`config.mk`:
```
export PLATFORM = sky130hd
export DESIGN_NAME = mem_port_arbiter
export DESIGN_NICKNAME = d
export VERILOG_FILES = /design/src/rtl/mem_port_arbiter.sv
export SDC_FILE = /design/constraint.sdc
export NUM_CORES = 1
export LEC_CHECK = 0
export CAP_MARGIN = 20
export CORE_AREA = 2 2 225 227
export CTS_CLUSTER_DIAMETER = 100
export CTS_CLUSTER_SIZE = 28
export DETAILED_ROUTE_END_ITERATION = 10
export DIE_AREA = 0 0 227 229
export PLACE_DENSITY = 0.31
export SETUP_SLACK_MARGIN = 0.1
export SKIP_LAST_GASP = 1
export SYNTH_ARGS = -nofsm -noshare
export SYNTH_HDL_FRONTEND = slang
export SYNTH_SLANG_ARGS = --single-unit
```
`constraint.sdc`:
```
create_clock -name clk -period 3.57 [get_ports clk]
set_clock_uncertainty 0.1 [all_clocks]
set_input_delay 0.357 -clock clk [delete_from_list [all_inputs] [get_ports clk]]
set_output_delay 0.357 -clock clk [all_outputs]
set_load 0.01 [all_outputs]
```
`src/rtl/mem_port_arbiter.sv`:
```
// mem_port_arbiter: shares one burst memory port between fetch (0) and data (1) caches.
// Data wins collisions; a starvation counter forces a fetch grant after MAX_CONSEC data wins.
module mem_port_arbiter #(
    parameter int ADDR_W     = 64,
    parameter int DATA_W     = 64,
    parameter int LEN_W      = 8,
    parameter int MAX_CONSEC = 4
) (
    input  logic                clk,
    input  logic                rst,
    input  logic [1:0]          m_req_valid,
    output logic [1:0]          m_req_ready,
    input  logic [2*ADDR_W-1:0] m_req_addr,
    input  logic [1:0]          m_req_write,
    input  logic [2*LEN_W-1:0]  m_req_len,
    input  logic [1:0]          m_wvalid,
    input  logic [1:0]          m_wlast,
    input  logic [2*DATA_W-1:0] m_wdata,
    output logic [1:0]          m_wready,
    output logic [1:0]          m_rvalid,
    output logic [1:0]          m_rlast,
    output logic [DATA_W-1:0]   m_rdata,
    input  logic [1:0]          m_rready,
    output logic [1:0]          m_bvalid,
    input  logic [1:0]          m_bready,
    output logic                s_req_valid,
    input  logic                s_req_ready,
    output logic [ADDR_W-1:0]   s_req_addr,
    output logic                s_req_write,
    output logic [LEN_W-1:0]    s_req_len,
    output logic                s_wvalid,
    input  logic                s_wready,
    output logic [DATA_W-1:0]   s_wdata,
    output logic                s_wlast,
    input  logic                s_rvalid,
    output logic                s_rready,
    input  logic [DATA_W-1:0]   s_rdata,
    input  logic                s_rlast,
    input  logic                s_bvalid,
    output logic                s_bready,
    output logic                grant_id,
    output logic                busy
);
    localparam logic [1:0] IDLE  = 2'd0;
    localparam logic [1:0] ADDR  = 2'd1;
    localparam logic [1:0] DATA  = 2'd2;
    localparam logic [1:0] WRESP = 2'd3;
    localparam logic [3:0] MAXC  = 4'(MAX_CONSEC);
    logic [1:0] state;
    logic [3:0] starve_cnt;
    logic       g, wr, win, in_a, in_r, in_w, in_b;
    always_comb begin
        win         = &m_req_valid ? (starve_cnt != MAXC) : m_req_valid[1];
        in_a        = state == ADDR;
        in_r        = state == DATA && !wr;
        in_w        = state == DATA && wr;
        in_b        = state == WRESP;
        s_req_valid = in_a;
        s_req_addr  = g ? m_req_addr[2*ADDR_W-1:ADDR_W] : m_req_addr[ADDR_W-1:0];
        s_req_len   = g ? m_req_len[2*LEN_W-1:LEN_W] : m_req_len[LEN_W-1:0];
        s_req_write = m_req_write[g];
        m_req_ready = 2'(in_a & s_req_ready) << g;
        s_wvalid    = in_w & m_wvalid[g];
        s_wlast     = in_w & m_wlast[g];
        s_wdata     = g ? m_wdata[2*DATA_W-1:DATA_W] : m_wdata[DATA_W-1:0];
        m_wready    = 2'(in_w & s_wready) << g;
        s_rready    = in_r & m_rready[g];
        m_rvalid    = 2'(in_r & s_rvalid) << g;
        m_rlast     = 2'(in_r & s_rlast) << g;
        m_rdata     = s_rdata;
        m_bvalid    = 2'(in_b & s_bvalid) << g;
        s_bready    = in_b & m_bready[g];
        grant_id    = g;
        busy        = state != IDLE;
    end
    always_ff @(posedge clk or posedge rst) begin
        if (rst) begin
            state      <= IDLE;
            g          <= 1'b0;
            wr         <= 1'b0;
            starve_cnt <= 4'd0;
        end else begin
            case (state)
                IDLE: if (|m_req_valid) begin
                    g          <= win;
                    // only a data win over a waiting fetch counts toward starvation
                    starve_cnt <= (win && m_req_valid[0]) ? (starve_cnt == MAXC ? MAXC : starve_cnt + 4'd1) : 4'd0;
                    state      <= ADDR;
                end
                ADDR: if (s_req_ready) begin
                    wr    <= m_req_write[g];
                    state <= DATA;
                end
                DATA: if (wr ? (s_wvalid & s_wready & s_wlast) : (s_rvalid & s_rready & s_rlast))
                    state <= wr ? WRESP : IDLE;
                default: if (s_bvalid & s_bready) state <= IDLE;
            endcase
        end
    end
endmodule

```
==> flow_summary.yaml <==
outcome:
  status: "finished clean"
yosys:
  number_of_synthesized_flops_with_an_enable_pin: 0
  nets_in_the_synthesized_netlist: 656
  synth_warnings: 0
  seq_area_frac_synth_pct: 7.159
  mappedNetlistArea_um2: 2796
  yosys_most_used_dff: "sky130_fd_sc_hd__dfrtp_1"
  synth_top_cell_by_area: "sky130_fd_sc_hd__mux2_2"
  distinct_cell_type_count_after_synthesis: 33
  synth_most_common_cell: "sky130_fd_sc_hd__mux2_2"
  synth_seq_cells: 8
  synth_largest_type_area_fraction_pct: 55.57
  postSynth.asyncResetShare_pct: 100.0
  netlist_instances: 294
  synth_common_cells: "138 x sky130_fd_sc_hd__mux2_2, 65 x sky130_fd_sc_hd__buf_4, 9 x sky130_fd_sc_hd__clkbuf_1"
  post_synthesis_area_per_instance_um2: 9.512
  ys_top_cells_by_area: "sky130_fd_sc_hd__mux2_2 56%, sky130_fd_sc_hd__buf_4 17%, sky130_fd_sc_hd__dfrtp_1 7.2%"
critical_path:
  rr_worst_depth: 6
  worst-setup-path-type: "reg2out"
  cp_cell_sequence: "buf_12, mux2_2, clkdlybuf4s50_1"
  timing.critical_path.from_type: "flop"
  r2r_setup_slack_ns: 1.00
  critical_path_peak_fanout: 53
  crit_path_max_incr_delay_ns: 0.85
  critical-path-top-delay-family: "buffers and inverters"
  cp-end-kind: "primary output"
  cp_data_arrival_time_ns: 2.42
  critPathRequiredTime_ns: 3.11
  worst_r2r_endpoint: "state[0]"
  worst_r2r_src: "grant_id"
  critPathBufInv: 2
  cpMaxStageDelayCell: "sky130_fd_sc_hd__dfrtp_4"
  critical_path_cell_count: 3
placed_design:
  gp_routability_congestion: 0.7188
  post-dp-hpwl_um: 17800
  placement.io_buffers: 444
  detailedPlace.worstSlack_ns: 0.8672
drt:
  first_pass_iters: 4
  postRouteAntennaNets: 0
  route.detailed.vias_per_inst: 2.710
  num_vias: 3618
  totalWireLength_um: 20100
  wl_per_instance_um: 15.05
  drc_viols: 0
  drt_initial_violations: 56
die:
  area_of_the_core_um2: 49660
  fp-row-count: 82
  dieArea_um2: 51980
  die_height_um: 229
  die-width_um: 227
  io-pin-count: 573
  floorplan.initialDensity_pct: 5.631
clock_tree:
  tritoncts.num_buffers: 3
  postCtsHoldBufs: 0
  post_cts.repair.setup_buffers: 0
  clk_pin_slew_worst_paths_ns: 0.04
  cts_tree: "built"
  postCtsResizedCells: 0
  root_buffer: "sky130_fd_sc_hd__clkbuf_16"
  clock_latency_ns: 0.23
  cts_sinks: 8
  cts_htree_levels: 1
  clockBufferDepth: 2
cells_and_area:
  antenna_cells: 0
  layout-drive-gt1-share_pct: 22.62
  nNetsFinal: 1026
  syn_to_final_growth_pct: 173.6
timing:
  achievable_clock_frequency_mhz: 347.7
  drv_slew: 0
  finalWorstPathRequiredPeriod_ns: 2.876
  setup_violations: 0
  tightestPinTransition_ns: 0.6638
  hold_viol_final: 0
  final.period_utilization_pct: 80.57
  max-slew-margin-rel_pct: 55.75
  final.setup.worst_slack_ns: 0.6936
  setup_tns_ns: 0
  rsz0062_at_grt: "false"
power_and_ir_drop:
  power-per-cell-area_nw_per_um2: 446.6
  leakagePower_nw: 2.670
  worst_ir_drop_vdd_mv: 0.2718
global_routing:
  grt_util_all_layers_pct: 6.937
  grt_start_max_net_pins: 54
  grt.overflow.total: 0
  number_of_antenna_violations_at_the_first_check_in_global_routing: 0
  vias_in_the_first_global_route: 3764
  wire_length_of_the_first_global_routing_pass_um: 26320
flow_run:
  max_cap_violations: 0
hold_path:
  hp-class: "in2async"
[worst max-delay path by stage]
stage	from	endpoint	slack [ns]
after floorplan	state[0]	state[0]	1.42
after global placement	grant_id	s_req_len[3]	0.87
after detailed placement	grant_id	state[0]	0.87
after CTS	grant_id	s_req_len[3]	0.61
after global routing	grant_id	s_wdata[18]	0.52
final	grant_id	s_req_addr[56]	0.69
[sequential cells by signal, summed over array words and instances (netlist names)]
signal / count
wr: 1
grant_id: 1
starve_cnt: 4
state: 2
[layer usage]
metal	routed length [um]	vias up	global-route usage (%)
li1	-	1727	-
met1	6666	1633	6.692
met2	10950	240	14.03
met3	2170	18	2.258
met4	313	0	1.368
met5	0	-	0
[layout make-up]
class                      instances  area, um2
multi-input combinational        198       2014
clock buffer                       4      78.83
fill                            5645      42010
inverter                           6      22.52
timing repair buffer             447       4492
sequential                         8      203.9
tap                              672      840.8
[cell usage in the layout (no fill, tap or decap), types with 2 or more instances in the layout]
cell,netlist,final
sky130_fd_sc_hd__o21ai_0,3,3
sky130_fd_sc_hd__a21oi_1,3,3
sky130_fd_sc_hd__nor2b_1,3,3
sky130_fd_sc_hd__and3_1,5,5
sky130_fd_sc_hd__nand2_1,8,8
sky130_fd_sc_hd__nor2_1,6,6
sky130_fd_sc_hd__inv_1,6,6
sky130_fd_sc_hd__clkbuf_16,0,3
sky130_fd_sc_hd__mux2i_1,5,5
sky130_fd_sc_hd__ha_1,7,7
sky130_fd_sc_hd__dfrtp_1,8,7
sky130_fd_sc_hd__nor3b_1,3,3
sky130_fd_sc_hd__mux2_2,138,138
sky130_fd_sc_hd__buf_12,0,2
sky130_fd_sc_hd__clkdlybuf4s50_1,0,444
[report_power, final]
group | switching, mW | internal (mW) | leakage [nW] | total, mW
Sequential | 0.150 | 0.129 | 0.101 | 0.279
Combinational | 1.10 | 1.84 | 2.53 | 2.94
Clock | 0.0486 | 0.149 | 0.0382 | 0.198
Total | 1.30 | 2.12 | 2.67 | 3.42
[through the flow]
stage                     power [mW]  instance area [um2]  hold WS (ns)  utilization (%)  instances
after floorplan                1.705                 2796       0.07266                -        294
after global placement         3.323                 7574        0.3665            15.25       1331
after detailed placement       3.287                 7574        0.3792            15.25       1331
after CTS                      3.502                 7652        0.3103            15.41       1335
after global routing           3.649                 7652        0.3472            15.41       1335
final                          3.418                 7652        0.2861            15.41       1335
[cell families (layout without fill, tap and decap cells)]
kind of cell,count (synthesis),in the layout,synth area share (%)
fa+ha+maj,7,7,3.132
compound gates,13,13,4.251
flops,8,8,7.159
simple gates,33,33,6.354
buf+inv,88,457,20.81
mux,145,145,58.30
Power figures use the tool's default switching activity.
